===== config.mk =====
export PLATFORM = sky130hd
export DESIGN_NAME = mem_stage_lsu_flat
export DESIGN_NICKNAME = d
export VERILOG_FILES = /design/src/rtl/lsu_pkg.sv /design/src/rtl/mem_stage_lsu_if.sv /design/src/rtl/mem_align.sv /design/src/rtl/mem_stage_lsu.sv /design/src/flat_wrapper.sv
export SDC_FILE = /design/constraint.sdc
export NUM_CORES = 1
export LEC_CHECK = 0
export BUFFER_PORTS_ARGS = -buffer_cell sky130_fd_sc_hd__buf_2
export CAP_MARGIN = 15
export CORE_ASPECT_RATIO = 1.5
export CORE_MARGIN = 8
export CORE_UTILIZATION = 35
export DETAILED_ROUTE_END_ITERATION = 10
export GPL_TIMING_DRIVEN = 0
export PLACE_DENSITY = 0.56
export SYNTH_ARGS = -nofsm -noshare
export SYNTH_HDL_FRONTEND = slang
export SYNTH_HIERARCHICAL = 1
export SYNTH_SLANG_ARGS = --single-unit

===== constraint.sdc =====
create_clock -name clk -period 8.92 [get_ports clk]
set_clock_uncertainty 0.1 [all_clocks]
set_input_delay 1.784 -clock clk [delete_from_list [all_inputs] [get_ports clk]]
set_output_delay 1.784 -clock clk [all_outputs]
set_load 0.03 [all_outputs]

===== src/rtl/lsu_pkg.sv =====
// -----------------------------------------------------------------------------
// lsu_pkg
// Shared definitions for the MEM-stage load/store unit: RISC-V funct3 load/store
// widths, FSM state encoding and byte-enable constants.
// No ports (package).
// -----------------------------------------------------------------------------
package lsu_pkg;

  // funct3 encodings for loads/stores; anything else is handled as a word access
  localparam logic [2:0] OP_B  = 3'b000;
  localparam logic [2:0] OP_H  = 3'b001;
  localparam logic [2:0] OP_W  = 3'b010;
  localparam logic [2:0] OP_BU = 3'b100;
  localparam logic [2:0] OP_HU = 3'b101;

  typedef enum logic [1:0] {
    IDLE = 2'd0,
    BUSY = 2'd1,
    DONE = 2'd2
  } state_t;

  localparam logic [3:0] BE_BYTE    = 4'b0001;
  localparam logic [3:0] BE_HALF_LO = 4'b0011;
  localparam logic [3:0] BE_HALF_HI = 4'b1100;
  localparam logic [3:0] BE_WORD    = 4'b1111;

endpackage


===== src/rtl/mem_stage_lsu_if.sv =====
// -----------------------------------------------------------------------------
// mem_stage_lsu_if
// Data-memory bus between the load/store unit (master) and memory (slave).
//   req    master->slave  request, held until ack
//   we     master->slave  1 = write
//   addr   master->slave  word-aligned byte address
//   be     master->slave  byte enables
//   wdata  master->slave  lane-replicated store data
//   ack    slave->master  single-cycle completion pulse
//   rdata  slave->master  read word, valid with ack
// -----------------------------------------------------------------------------
interface mem_stage_lsu_if;

  logic        req;
  logic        we;
  logic [31:0] addr;
  logic [3:0]  be;
  logic [31:0] wdata;
  logic        ack;
  logic [31:0] rdata;

  modport master (
    output req, we, addr, be, wdata,
    input  ack, rdata
  );

  modport slave (
    input  req, we, addr, be, wdata,
    output ack, rdata
  );

endinterface


===== src/rtl/mem_align.sv =====
// -----------------------------------------------------------------------------
// mem_align
// Purely combinational byte-lane logic for the load/store unit.
//   st_op, st_lo, st_wdata   incoming access: funct3, addr[1:0], store data
//   st_be, st_lane           byte enables and lane-replicated store data
//   st_misalign              access violates its natural alignment
//   ld_op, ld_lo, ld_rdata   captured load funct3, addr[1:0] and bus read word
//   ld_data                  extracted and sign/zero-extended load result
// -----------------------------------------------------------------------------
module mem_align
  import lsu_pkg::*;
(
  input  logic [2:0]  st_op,
  input  logic [1:0]  st_lo,
  input  logic [31:0] st_wdata,
  output logic [3:0]  st_be,
  output logic [31:0] st_lane,
  output logic        st_misalign,
  input  logic [2:0]  ld_op,
  input  logic [1:0]  ld_lo,
  input  logic [31:0] ld_rdata,
  output logic [31:0] ld_data
);

  logic [31:0] sh;

  // NOTE: every output of an always_comb gets a default first so no path
  // through the case leaves it unassigned (which would infer a latch).
  always_comb begin
    st_be       = BE_WORD;
    st_lane     = st_wdata;
    st_misalign = 1'b0;
    case (st_op)
      OP_B, OP_BU: begin
        st_be   = BE_BYTE << st_lo;
        st_lane = {4{st_wdata[7:0]}};
      end
      OP_H, OP_HU: begin
        st_be       = st_lo[1] ? BE_HALF_HI : BE_HALF_LO;
        st_lane     = {2{st_wdata[15:0]}};
        st_misalign = st_lo[0];
      end
      // OP_W and the undefined encodings are word accesses
      default: st_misalign = |st_lo;
    endcase
  end

  always_comb begin
    // Move the addressed byte/half down to bit 0 before extending
    sh = ld_rdata >> {ld_lo, 3'b000};
    case (ld_op)
      OP_B:    ld_data = {{24{sh[7]}}, sh[7:0]};
      OP_BU:   ld_data = {24'h0, sh[7:0]};
      OP_H:    ld_data = {{16{sh[15]}}, sh[15:0]};
      OP_HU:   ld_data = {16'h0, sh[15:0]};
      default: ld_data = sh;
    endcase
  end

endmodule


===== src/rtl/mem_stage_lsu.sv =====
// -----------------------------------------------------------------------------
// mem_stage_lsu
// MEM-stage load/store unit. Turns the registered EX/MEM load/store request into
// a req/ack data-memory transaction, stalls the pipeline until it completes, and
// reports misaligned accesses and bus timeouts with the completion pulse.
//   clk, rst     clock; asynchronous active-high reset
//   mem_read     load request          mem_write  store request (wins over read)
//   mem_op       funct3 width/sign     addr       byte address
//   wdata        store data            stall      hold IF..EX/MEM registers
//   load_data    formatted load result (held until next load/error completion)
//   mem_done     one-cycle completion pulse
//   misalign     with mem_done: access was misaligned, no bus cycle issued
//   bus_err      with mem_done: no ack within TIMEOUT busy cycles
//   dmem         data-memory bus (master side)
// TIMEOUT: busy cycles without ack before abort; 0 waits forever.
// -----------------------------------------------------------------------------
module mem_stage_lsu
  import lsu_pkg::*;
#(
  parameter int unsigned TIMEOUT = 255
) (
  input  logic                   clk,
  input  logic                   rst,
  input  logic                   mem_read,
  input  logic                   mem_write,
  input  logic [2:0]             mem_op,
  input  logic [31:0]            addr,
  input  logic [31:0]            wdata,
  output logic                   stall,
  output logic [31:0]            load_data,
  output logic                   mem_done,
  output logic                   misalign,
  output logic                   bus_err,
  mem_stage_lsu_if.master        dmem
);

  localparam int unsigned CNT_W = (TIMEOUT > 1) ? $clog2(TIMEOUT) : 1;

  state_t             state;
  state_t             state_next;
  logic               access;
  logic               timeout_hit;
  logic [CNT_W-1:0]   count;
  logic [2:0]         op_q;
  logic [1:0]         lo_q;
  logic               mis_q;
  logic               berr_q;
  logic [3:0]         be_c;
  logic [31:0]        lane_c;
  logic               misalign_c;
  logic [31:0]        ld_fmt;

  assign access      = mem_read | mem_write;
  assign timeout_hit = (TIMEOUT != 0) && (count == CNT_W'(TIMEOUT - 1));

  mem_align u_align (
    .st_op       (mem_op),
    .st_lo       (addr[1:0]),
    .st_wdata    (wdata),
    .st_be       (be_c),
    .st_lane     (lane_c),
    .st_misalign (misalign_c),
    .ld_op       (op_q),
    .ld_lo       (lo_q),
    .ld_rdata    (dmem.rdata),
    .ld_data     (ld_fmt)
  );

  // State register; reset drops the bus request at once since req is decoded
  // from BUSY.
  // NOTE: sequential state uses non-blocking (<=) so every register samples
  // pre-edge values regardless of statement order.
  always_ff @(posedge clk or posedge rst) begin
    if (rst) state <= IDLE;
    else     state <= state_next;
  end

  always_comb begin
    state_next = state;
    case (state)
      IDLE:    if (access) state_next = misalign_c ? DONE : BUSY;
      BUSY:    if (dmem.ack || timeout_hit) state_next = DONE;
      DONE:    state_next = IDLE;  // EX/MEM still shows the finished access
      default: state_next = IDLE;
    endcase
  end

  always_comb begin
    stall    = ((state == IDLE) && access) || (state == BUSY);
    dmem.req = (state == BUSY);
    mem_done = (state == DONE);
    misalign = (state == DONE) && mis_q;
    bus_err  = (state == DONE) && berr_q;
  end

  // Request capture, timeout counter, load result and error flags
  always_ff @(posedge clk or posedge rst) begin
    if (rst) begin
      dmem.we    <= 1'b0;
      dmem.addr  <= '0;
      dmem.be    <= '0;
      dmem.wdata <= '0;
      op_q       <= '0;
      lo_q       <= '0;
      count      <= '0;
      load_data  <= '0;
      mis_q      <= 1'b0;
      berr_q     <= 1'b0;
    end else begin
      case (state)
        IDLE: begin
          count  <= '0;
          mis_q  <= 1'b0;
          berr_q <= 1'b0;
          if (access) begin
            if (misalign_c) begin
              mis_q     <= 1'b1;
              load_data <= '0;
            end else begin
              dmem.we    <= mem_write;
              dmem.addr  <= {addr[31:2], 2'b00};
              dmem.be    <= be_c;
              dmem.wdata <= lane_c;
              op_q       <= mem_op;
              lo_q       <= addr[1:0];
            end
          end
        end
        BUSY: begin
          if (dmem.ack) begin
            if (!dmem.we) load_data <= ld_fmt;
          end else if (timeout_hit) begin
            berr_q    <= 1'b1;
            load_data <= '0;
          end else begin
            count <= count + 1'b1;
          end
        end
        default: ;
      endcase
    end
  end

endmodule

===== src/flat_wrapper.sv =====
// flat-port wrapper written by rule: the top's interface ports become plain ports
module mem_stage_lsu_flat import lsu_pkg::*;
#(
  parameter int unsigned TIMEOUT = 255
)
  (clk, rst, mem_read, mem_write, mem_op, addr, wdata, stall, load_data, mem_done, misalign, bus_err, dmem_req, dmem_we, dmem_addr, dmem_be, dmem_wdata, dmem_ack, dmem_rdata);
  mem_stage_lsu_if dmem_i ();
  input  logic clk;
  input  logic rst;
  input  logic mem_read;
  input  logic mem_write;
  input  logic [2:0] mem_op;
  input  logic [31:0] addr;
  input  logic [31:0] wdata;
  output logic stall;
  output logic [31:0] load_data;
  output logic mem_done;
  output logic misalign;
  output logic bus_err;
  output wire logic [$bits(dmem_i.req)-1:0] dmem_req;
  output wire logic [$bits(dmem_i.we)-1:0] dmem_we;
  output wire logic [$bits(dmem_i.addr)-1:0] dmem_addr;
  output wire logic [$bits(dmem_i.be)-1:0] dmem_be;
  output wire logic [$bits(dmem_i.wdata)-1:0] dmem_wdata;
  input wire logic [$bits(dmem_i.ack)-1:0] dmem_ack;
  input wire logic [$bits(dmem_i.rdata)-1:0] dmem_rdata;
  assign dmem_req = dmem_i.req;
  assign dmem_we = dmem_i.we;
  assign dmem_addr = dmem_i.addr;
  assign dmem_be = dmem_i.be;
  assign dmem_wdata = dmem_i.wdata;
  assign dmem_i.ack = dmem_ack;
  assign dmem_i.rdata = dmem_rdata;
  mem_stage_lsu #(.TIMEOUT(TIMEOUT)) u_core (.clk(clk), .rst(rst), .mem_read(mem_read), .mem_write(mem_write), .mem_op(mem_op), .addr(addr), .wdata(wdata), .stall(stall), .load_data(load_data), .mem_done(mem_done), .misalign(misalign), .bus_err(bus_err), .dmem(dmem_i));
endmodule

==> flow_metrics.tcl <==
set metrics [dict create \
    synth-compound-area-share_pct 13.1 \
    relSlewSlack_pct 54.8 \
    cpMaxStageDelayCell "buf_2" \
    switching_share_pct 42.6 \
    worstHoldPathType "reg -> reg" \
    power.leakage_nw 3.82 \
    vias_per_cell 4.98 \
    reg2reg_depth 4 \
    antenna_found_initial 1 \
    hpwl_um 13400 \
    dieArea_um2 20900 \
    fin_area_um2 7720 \
    gr-usage-met3_pct 4.83 \
    routabilityCongestion 0.825 \
    min_period_ps 4200 \
    min_to "u_core/dmem.addr[10]" \
    grt_max_degree 97 \
    portBuffers 207 \
    worst_slew_pin_slew_ps 675 \
    synth_xor_xnor_area_share_pct 0 \
    clk_path_buf_depth 2 \
    cts.htree.levels 4 \
    holdBufCountCts 0 \
    crit_chain "buf_2 > nor3_1 > nor2_1 > buf_2" \
    r2r-start "u_core/op_q[1]" \
    synth_edf_count 0 \
    placed_cells 893 \
    postSynthAreaPerCell_um2 12.0 \
    cp.required_ps 7040 \
    clk_pin_slew_ps 50 \
    avgRoutedWirePerCell_um 18.6 \
    setup_violations 0 \
    core_um2 16100 \
    die_height_um 173 \
    async_flop_share_pct 100 \
    clock.fmax_mhz 238 \
    grt_pass1_vias 4920 \
    cpPeakStageDelay_ps 190 \
    fin_cells 927 \
    post_cts_buffers 0 \
    power_density_nw_per_um2 401 \
    ys_seq_elements 116 \
    synth_adder_area_share_pct 0.435 \
    tns_ps 0 \
    cts_resized 0 \
    fp.dieW_um 121 \
    p_comb_share_pct 48.3 \
    synthCells 478 \
    p_clk_share_pct 23.1 \
    dr.pass1.iters 5 \
    hold_violations 0 \
    busiest_layer "met2" \
    cp_common_cell "buf_2" \
    drtIter0Drc 187 \
    critPathTopFamily "buffers and inverters" \
    num_vias 4620 \
    start_util_pct 35.7 \
    cts_tree "built" \
    rsz0062_at_grt "false" \
    synth_top_area_cell "dfrtp_1" \
    rows 57 \
    yosysWarnings 6 \
    cts_made_buffers 17 \
    synth_flop_cell "dfrtp_1" \
    r2r_slack_ps 6820 \
    dpl-instance-area_um2 7080 \
    drc 0 \
    status "finished clean" \
    syn-cell-area_um2 5750 \
    fin_nets 812 \
    critPathMaxFanout 4 \
    overflow 0 \
    synth_seq_area_share_pct 50.4 \
    crit_path_start_kind "input pin" \
    ys_top_cells_by_area "dfrtp_1 50%, mux2_2 15%, a22o_1 5.0%" \
    fin_crit_sh_pct 47.1 \
    crit_arrival_ps 2320 \
    drive_gt1_share_pct 50.5 \
    vdd_drop_max_v 0.000211 \
    top_level_ports 210 \
    hold_path.startpoint "u_core/dmem.addr[10]" \
    worst-path-buf-inv 2 \
    synth-simple-area-share_pct 8.31 \
    drv_slew 0 \
    maxCapViolCount 0 \
    cp-end-kind "output pin" \
    clock_sinks 116 \
    grt_util_met1_pct 16.9 \
    syn_to_final_growth_pct 34.1 \
    ant_nets 0 \
    grtUsageMet2_pct 30.7 \
    grt_pass1_wl_um 27000 \
    netlist.area_leader.share_pct 50.4 \
    crit_type "in -> out" \
    min_path_cells 1 \
    track_usage_pct 16.5 \
    root_buffer "clkbuf_16" \
    synth_top_family_by_area "multiplexers" \
    r2r_end "u_core/load_data[15]" \
    p_seq_share_pct 28.5 \
    intPower_w 0.00178 \
    synth_cell_types 46 \
    yosys-mux-area-fraction_pct 21.9 \
    switchingPower_w 0.00132 \
    clk_latency_ps 400 \
    drt_wl_total_um 17200 \
]
## power groups by stage
| stage | logic, W | registers (W) | clock network, W |
|---|---|---|---|
| finish | 0.00150 | 0.000883 | 0.000716 |
| global route | 0.00159 | 0.000916 | 0.000758 |
| CTS | 0.00152 | 0.000887 | 0.000736 |
| detailed placement | 0.00152 | 0.000894 | 0 |
| global placement | 0.00150 | 0.000881 | 0 |
| floorplan | 0.000640 | 0.00131 | 0 |
## state kept, by name, summed over array words and instances (netlist names), 2 cells and up
name and cells:
u_core/dmem.wdata 32, u_core/lo_q 2, u_core/op_q 3, u_core/dmem.addr 30, u_core/count 8, u_core/dmem.be 4
u_core/load_data 32, u_core/state 2
## kinds of logic after synthesis
group,count (synthesis)
adders and majority gates,2
DFF,116
and+or+nand+nor,95
muxes,115
buffers and inverters,48
AOI/OAI and AO/OA,101
other,1
## through the flow
step / worst slack (ps) / utilization [%] / power (W) / hold slack (ps)
after floorplan: 3960 / - / 0.00195 / 342
after global placement: 2580 / 43.8 / 0.00238 / 368
after detailed placement: 4710 / 44.0 / 0.00241 / 373
after CTS: 4710 / 47.8 / 0.00314 / 384
after global routing: 4700 / 47.8 / 0.00326 / 400
final: 4720 / 47.9 / 0.00310 / 385
## synth_stat cells, types with 3 or more instances
library cell	number
mux2i_1	28
dfrtp_1	116
mux2_2	78
o311ai_0	4
o21ai_0	19
buf_4	13
a22o_1	33
a21oi_1	11
nand2_1	31
nand2b_1	4
clkbuf_1	7
nor2_1	27
inv_1	8
buf_2	8
o21a_1	3
mux2_1	9
nor2b_1	9
a211oi_1	15
o21bai_1	3
buf_6	12
nand3_1	5
## layout by cell type (no fill, tap or decap), drive strengths merged, types with 3 or more instances in the layout
cell	Yosys	final
o21ai	21	21
o21bai	3	3
inv	8	8
mux2i	28	28
nand3	5	5
a21oi	11	11
a211oi	15	15
o21a	3	3
clkbuf	7	27
o211ai	3	3
a22o	33	33
o311ai	5	5
nor2b	9	9
bufinv	0	4
nand2	32	32
nor2	29	29
clkinv	0	6
mux2	87	87
buf	33	241
nand2b	5	5
dfrtp	116	116
## layout make-up
type,count,area [um^2]
Inverter,8,35.0
Timing Repair Buffer,208,1060
Clock buffer,20,447
Antenna cell,2,5.00
Multi-Input combinational cell,315,2530
Buffer,40,299
Fill cell,1564,8400
Clock inverter,12,180
Tap cell,206,258
Sequential cell,116,2900
## metal layers
layer | up-vias | part of all wire [%]
met5 | - | 0.046
met4 | 2 | 1.5
met3 | 18 | 6.5
met2 | 146 | 55
met1 | 2255 | 37
li1 | 2199 | -
## worst reg2reg max path: stages, from the launching register on
cell and delay [ps]:
dfrtp_1 420, nor2_1 550, a21boi_2 510, nor2_1 180
a22o_1 230
## worst max-delay path by stage
| stage | startpoint | to | depth (start not counted) | slack (ps) |
|---|---|---|---|---|
| finish | mem_write | stall | 4 | 4720 |
| floorplan | rst | u_core/berr_q | 1 | 3960 |
| global placement | rst | u_core/dmem.addr[30] | 2 | 2580 |
| CTS | mem_write | stall | 4 | 4710 |
| global route | mem_write | stall | 4 | 4700 |
| detailed placement | mem_write | stall | 4 | 4710 |
Power figures use the tool's default switching activity.
